**config.mk**
```make
export PLATFORM = sky130hd
export DESIGN_NAME = fir_interp2
export DESIGN_NICKNAME = d
export VERILOG_FILES = /design/src/rtl/fir_interp2.sv
export SDC_FILE = /design/constraint.sdc
export NUM_CORES = 1
export LEC_CHECK = 0
export ABC_CLOCK_PERIOD_IN_PS = 7100
export BUFFER_PORTS_ARGS = -buffer_cell sky130_fd_sc_hd__buf_2
export CORE_MARGIN = 8
export CORE_UTILIZATION = 40
export DETAILED_ROUTE_END_ITERATION = 7
export GPL_ROUTABILITY_DRIVEN = 0
export PLACE_DENSITY = 0.61
export REMOVE_ABC_BUFFERS = 1
export SYNTH_ARGS = -nofsm -noshare
export SYNTH_HDL_FRONTEND = slang
export SYNTH_SLANG_ARGS = --single-unit
export TNS_END_PERCENT = 100
```
**constraint.sdc**
```tcl
create_clock -name clk -period 7.1 [get_ports clk]
set_input_delay 0.355 -clock clk [delete_from_list [all_inputs] [get_ports clk]]
set_output_delay 0.355 -clock clk [all_outputs]
set_load 0.005 [all_outputs]
```
**src/rtl/fir_interp2.sv**
```systemverilog
// fir_interp2: upsample-by-2 polyphase FIR interpolator.
// Each accepted input sample produces two outputs. The even phase uses taps
// C0/C2/C4/C6 and the odd phase uses taps C1/C3/C5/C7. Both phases run over
// the same 4-deep history, using one shared multiplier for 4 MAC cycles per phase.
//
// Ports:
//   clk        system clock, rising edge
//   reset      asynchronous, active-high reset
//   in_valid   x_in holds a valid sample
//   in_ready   block can accept a sample (IDLE only, low while reset is high)
//   x_in       signed 16-bit input sample
//   out_valid  y_out holds a valid output sample
//   out_ready  downstream accepts y_out
//   y_out      signed 16-bit output sample
module fir_interp2 #(
    parameter logic signed [15:0] C0    = 16'sd50,
    parameter logic signed [15:0] C1    = 16'sd100,
    parameter logic signed [15:0] C2    = 16'sd150,
    parameter logic signed [15:0] C3    = 16'sd200,
    parameter logic signed [15:0] C4    = 16'sd200,
    parameter logic signed [15:0] C5    = 16'sd150,
    parameter logic signed [15:0] C6    = 16'sd100,
    parameter logic signed [15:0] C7    = 16'sd50,
    parameter int unsigned        SHIFT = 8
) (
    input  logic                clk,
    input  logic                reset,
    input  logic                in_valid,
    output logic                in_ready,
    input  logic signed [15:0]  x_in,
    output logic                out_valid,
    input  logic                out_ready,
    output logic signed [15:0]  y_out
);

    localparam int unsigned DW = 16;
    localparam int unsigned PW = 32;
    localparam int unsigned AW = 34;

    localparam logic signed [AW-1:0] SAT_MAX = AW'(32767);
    localparam logic signed [AW-1:0] SAT_MIN = -AW'(32768);

    typedef enum logic [2:0] {
        S_IDLE,
        S_MAC_E,
        S_OUT_E,
        S_MAC_O,
        S_OUT_O
    } state_t;

    state_t                r_state;
    state_t                w_next_state;
    logic signed [DW-1:0]  r_h0, r_h1, r_h2, r_h3;
    logic        [1:0]     r_k;
    logic signed [AW-1:0]  r_acc;
    logic signed [DW-1:0]  r_y;

    logic                  w_accept;
    logic                  w_mac;
    logic                  w_odd;
    logic signed [DW-1:0]  w_h_sel;
    logic signed [DW-1:0]  w_c_sel;
    logic signed [PW-1:0]  w_prod;
    logic signed [AW-1:0]  w_sum;
    logic signed [AW-1:0]  w_shift;
    logic signed [DW-1:0]  w_sat;

    // Handshake and output decode from the registered state
    assign in_ready  = (r_state == S_IDLE) && !reset;
    assign out_valid = (r_state == S_OUT_E) || (r_state == S_OUT_O);
    assign y_out     = r_y;

    assign w_accept = in_valid && in_ready;
    assign w_mac    = (r_state == S_MAC_E) || (r_state == S_MAC_O);
    assign w_odd    = (r_state == S_MAC_O);

    // State register
    always_ff @(posedge clk or posedge reset) begin
        if (reset) begin
            r_state <= S_IDLE;
        end else begin
            r_state <= w_next_state;
        end
    end

    // Next-state logic
    always_comb begin
        w_next_state = r_state;
        case (r_state)
            S_IDLE:  if (in_valid)      w_next_state = S_MAC_E;
            S_MAC_E: if (r_k == 2'd3)   w_next_state = S_OUT_E;
            S_OUT_E: if (out_ready)     w_next_state = S_MAC_O;
            S_MAC_O: if (r_k == 2'd3)   w_next_state = S_OUT_O;
            S_OUT_O: if (out_ready)     w_next_state = S_IDLE;
            default:                    w_next_state = S_IDLE;
        endcase
    end

    // Operand select: history tap k against the current phase's coefficient k
    always_comb begin
        w_h_sel = r_h0;
        w_c_sel = C0;
        case (r_k)
            2'd0: begin w_h_sel = r_h0; w_c_sel = w_odd ? C1 : C0; end
            2'd1: begin w_h_sel = r_h1; w_c_sel = w_odd ? C3 : C2; end
            2'd2: begin w_h_sel = r_h2; w_c_sel = w_odd ? C5 : C4; end
            default: begin w_h_sel = r_h3; w_c_sel = w_odd ? C7 : C6; end
        endcase
    end

    assign w_prod  = PW'(w_h_sel) * PW'(w_c_sel);
    assign w_sum   = r_acc + AW'(w_prod);
    assign w_shift = w_sum >>> SHIFT;

    // Clamp the scaled accumulator to the 16-bit signed range
    always_comb begin
        w_sat = w_shift[DW-1:0];
        if (w_shift > SAT_MAX) begin
            w_sat = 16'sh7FFF;
        end else if (w_shift < SAT_MIN) begin
            w_sat = -16'sh8000;
        end
    end

    // History, MAC accumulator, tap counter and output register
    always_ff @(posedge clk or posedge reset) begin
        if (reset) begin
            r_h0  <= '0;
            r_h1  <= '0;
            r_h2  <= '0;
            r_h3  <= '0;
            r_k   <= '0;
            r_acc <= '0;
            r_y   <= '0;
        end else begin
            if (w_accept) begin
                r_h3  <= r_h2;
                r_h2  <= r_h1;
                r_h1  <= r_h0;
                r_h0  <= x_in;
                r_k   <= '0;
                r_acc <= '0;
            end
            if (w_mac) begin
                if (r_k == 2'd3) begin
                    // Final tap: clear for the next phase so it starts at k=0, acc=0
                    r_y   <= w_sat;
                    r_acc <= '0;
                    r_k   <= '0;
                end else begin
                    r_acc <= w_sum;
                    r_k   <= r_k + 2'd1;
                end
            end
        end
    end

endmodule

```
; Word-level counts from Yosys, hierarchy flattened
; Index checks and enable logic that the tools add are counted.
[word_totals]
ff_bits = 119
latchBits = 0
mem_bits_rw = 0
romBits = 0
in_bits = 20
memories = 0
[op_classes]
n_addsub = 2
multipliers = 1
div_mod_pow = 0
order_cmp = 2
eq_ne = 12
shift = 0
n_mux = 20
n_bitwise = 0
reduce_logical = 10
[op_table]
columns = operator, n
row1 = 34-bit 2-to-1 mux, 3
row2 = 16-bit one-hot mux with 3 select lines, 1
row3 = 34-bit by 25-bit adder with 34-bit output, 1
row4 = 16-bit 2-to-1 mux, 2
row5 = 7-bit 2-to-1 mux, 4
row6 = 26-bit by 16-bit greater-than comparator with 1-bit output (second input constant), 1
row7 = 26-bit by 16-bit < comparator with 1-bit output (second input constant), 1
row8 = 16-bit by 9-bit multiplier with 25-bit output, 1
row9 = 8-bit one-hot mux with 3 select lines, 1
row10 = 3-bit 2-to-1 mux, 5
row11 = 3-bit one-hot mux with 5 select lines, 1
row12 = 3-bit by 2-bit equality test with 1-bit output (second input constant), 2
row13 = 2-bit 2-to-1 mux, 3
row14 = 2-bit != test (second input constant), 3
row15 = 5-bit AND reduction, 1
row16 = 2-bit equality test (second input constant), 2
row17 = 2-bit by 1-bit != test with 1-bit output (second input constant), 2
row18 = 3-bit by 1-bit equality test with 1-bit output (second input constant), 1
row19 = 3-bit equality test (second input constant), 1
row20 = 3-bit logical NOT, 1
row21 = 2-bit by 1-bit adder with 2-bit output (second input constant), 1
row22 = 2-bit by 1-bit equality test with 1-bit output (second input constant), 1
row23 = 1-bit logical AND, 2
row24 = 2-bit logical NOT, 1
row25 = 4 further kinds, 5

; Longest topological paths before layout
[depth]
depth_word = 8
mapped_depth = 30
ltp_nobuf = 27

; Least setup slack after synthesis
; No wires, ideal clock.
[synth_timing]
kind = register to register
from = register r_k[0]
to = register r_y[9] (netlist: y_out[9])
setup_ns = 0.140
arrival_time_ns = 7.384
required_time_ns = 6.960
setup_slack_ns = -0.424
stages_incl_launch_ff = 27
path_buffers = 5
cell_sequence = dfrtp_1 -> inv_1 -> ha_1 -> clkbuf_1 -> clkbuf_1 -> o31ai_1 -> clkbuf_1 -> nor2_1 -> fa_1 -> fa_1 -> inv_1 -> fa_1 -> inv_1 -> fa_1 -> fa_1 -> ha_1 -> clkbuf_1 -> a21oi_1 -> o21ai_0 -> a32oi_1 -> nand2_1 -> a31oi_1 -> xor2_1 -> nand3_1 -> nor4_4 -> buf_6 -> o32ai_2
[synth_via]
elab_chain_len = 7
word_cells_on_any_way = 13
classes_between = add/sub (1) / mul (1) / order compare (2) / eq/ne (3) / mux (4) / reduce/logical (2)
[synth_rtl]
columns = item, line_no
row1 = "start, declared", 54  ; logic [1:0] r_k;
row2 = "start signal, assigned", 152  ; r_k <= r_k + 2'd1;
row3 = "2-bit equality test, or another cell as far along", 103  ; case (r_k)
row4 = 16-bit one-hot mux with 3 select lines / 8-bit one-hot mux with 3 select lines (equally long branches), 103
row5 = 16-bit by 9-bit multiplier with 25-bit output, 111  ; assign w_prod = PW'(w_h_sel) * PW'(w_c_sel);
row6 = 34-bit by 25-bit adder with 34-bit output, 112  ; assign w_sum = r_acc + AW'(w_prod);
row7 = 26-bit by 16-bit < comparator with 1-bit output, 120  ; end else if (w_shift < SAT_MIN) begin
row8 = 16-bit 2-to-1 mux, 120
row9 = 16-bit 2-to-1 mux, 118  ; if (w_shift > SAT_MAX) begin
row10 = "end signal, assigned", 147  ; r_y <= w_sat;
row11 = "end, declared", 56  ; logic signed [DW-1:0] r_y;
; Several ways; a longest one is shown, not always the timed one.
; A chain may end at the register's enable or synchronous reset.

; Worst setup path in the final report
[layout_timing]
from = register r_k[1]
to = register r_y[13] (netlist: y_out[13])
; Same word-level chain as after synthesis.

==> flow_summary.yaml <==
critical_path:
  arrival_ns: 7.34
  crit_slowest_cell: "fa_1"
  crit_family: "adder cells"
  crit_path_end_kind: "register"
  cp.required_ns: 7.43
  criticalPathCategory: "register to register"
  startpoint_type: "register"
  path_buf_inv: 12
  crit_fanout: 11
  crit_top_cell: "buf_4"
  critPathMaxStageDelay_ns: 0.55
sta:
  worst_slack_ns: 0.0906
  max_freq_mhz: 143
  holdWs_ns: 0.0331
  tightest_slew_ns: 1.11
  hold_violations: 0
  rsz0062_at_grt: "yes"
  fin_crit_sh: 0.987
  finalSetupTns_ns: 0
  setup_viol: 0
  fin_crit_ns: 7.01
  slew_headroom: 0.263
  finalClockSkew_ns: 0.0137
  finalMaxSlewViolations: 0
job:
  cap_violations: 0
floorplanning:
  initial_core_util: 0.402
  die_w_um: 182
  fp.dieH_um: 182
  dieArea_mm2: 0.0333
  core_mm2: 0.0276
  io_pins: 38
  rows: 61
synthesis:
  synth-edff-count: 0
  synthArstFlopShare: 1.00
  synthTopCellsByArea: "dfrtp_1 (27%), fa_1 (21%), ha_1 (9.6%)"
  netlist_area_mm2: 0.0111
  ys_ff_latch: 118
  syn_inst: 1149
  synth_commonest_cells: "inv_1 (215), nor2_1 (124), dfrtp_1 (118)"
  yosysWarningCount: 0
  synth_most_common_cell: "inv_1"
  yosysUniqueCellTypes: 69
  synth_largest_area_cell: "dfrtp_1"
  synth.top_cell.area_share: 0.267
  synth.avg_cell_area_um2: 9.63
  ys_seq_area_frac: 0.267
  synthFlopType: "dfrtp_1"
global_route:
  grt_pass1_wl_mm: 43.4
  antenna_found_initial: 0
  grt_usage: 0.160
  grt_max_degree: 70
  grt_pass1_vias: 8584
  gr-total-overflow: 0
placed_design:
  placed_cell_area_mm2: 0.0121
  post-place-ws_ns: -0.185
  port_buffers: 37
  dp_hpwl_mm: 19.3
clocking:
  htreeDepth: 4
  cts_root_buffer: "clkbuf_16"
  cts_buffers: 17
  clk_path_buf_depth: 2
  insertion_delay_ns: 0.44
  cts_sinks: 118
  cts_tree: "built"
  hold_buffers: 0
  clk_pin_slew_ns: 0.07
final_layout:
  fill_cells: 2492
  antenna_cells: 0
  syn2layout_area_growth_pct: 22.7
  post_route_cells_drive_above_1_share: 0.279
  seq_area_mm2: 0.00295
  fin_area_mm2: 0.0136
  multiInputGateArea_mm2: 0.00762
  nets: 1478
drt:
  via_per_inst: 5.23
  drc: 0
  routedWlPerCell_um: 16.2
  routed_wl_mm: 26.6
  drt-initial-drc-count: 697
  vias: 8614
  dr.pass1.iters: 8
  antenna_left: 0
min_path:
  min_path_type: "primary input to asynchronous set/reset pin"
outcome:
  status: "finished, final reports clean"
## sequential cells by signal (all words and copies together), names as in the netlist
register / count
r_acc: 33
r_h0: 16
r_h1: 16
r_h2: 16
r_h3: 16
y_out: 16
r_state: 3
r_k: 2
## routing by layer
layer | vias to the layer above | GRT usage | wire length (um)
met3 | 34 | 0.0310 | 1090
met5 | - | 0 | 0
met2 | 197 | 0.268 | 13500
met1 | 4374 | 0.209 | 11700
met4 | 0 | 0.0410 | 394
li1 | 4009 | - | -
## final cells by class
class                   count  share of cell area
multi-input cells         765               0.561
flip-flops and latches    118               0.217
repair buffers            139              0.0817
inverters                 215              0.0601
well taps                 378              0.0348
clock buffers              17              0.0313
clock inverters            15              0.0134
## logic make-up after synthesis
kind of cell               Yosys count  share of synthesized area
xor gates and xnor gates            31                     0.0245
DFF                                118                      0.267
adders and majority gates          202                      0.308
and+or+nand+nor                    252                      0.102
muxes                               66                     0.0670
buffers and inverters              266                     0.0968
AOI/OAI and AO/OA                  214                      0.135
## metrics by stage
stage	cells	utilization
after global placement	1586	0.440
after floorplan	1098	-
final	1647	0.493
after global routing	1647	0.493
after detailed placement	1586	0.440
after CTS	1618	0.463
## layout by cell type (no fill, tap or decap), drive strengths merged, types with 2 or more instances in the layout
master,instances
a211oi,3
a21o,9
a21oi,41
a222oi,16
a22o,23
a31oi,7
and2,3
and3,5
buf,136
bufinv,2
clkbuf,20
clkinvlp,2
dfrtp,118
fa,117
ha,85
inv,225
mux2,65
nand2,63
nand2b,11
nand3,7
nand4,10
nor2,124
nor2b,5
nor3,7
nor4,4
o211a,3
o211ai,9
o21a,3
o21ai,67
o21bai,2
o31ai,3
o32ai,15
or2,2
or2b,2
or3,6
xnor2,19
xor2,12
## final timing paths
check                      depth (start not counted)                 start                endpoint  slack [ns]
setup / recovery                                  31    r_k[1]$_DFFE_PP0P_   y_out[13]$_DFFE_PP0P_        0.09
hold / removal                                     2                 reset   r_acc[26]$_DFFE_PP0P_        0.03
setup reg to reg                                  31    r_k[1]$_DFFE_PP0P_   y_out[13]$_DFFE_PP0P_        0.09
hold reg to reg                                    2  r_acc[5]$_DFFE_PP0P_    r_acc[5]$_DFFE_PP0P_        0.48
max in group asynchronous                          3                 reset    r_h0[12]$_DFFE_PP0P_        5.74
min in group clk                                   2             out_ready  r_state[2]$_DFFE_PP0P_        0.11
## what timing repair did
item	CTS	global route
cloned	0	3
resized for setup	13	138
setup buffers	0	26
pin swaps	0	59
endpoints found under the setup margin	15	17
Power is left out: the tool's default activity adds up to more than one toggle a clock period on the data nets, which glitch-free logic cannot reach.
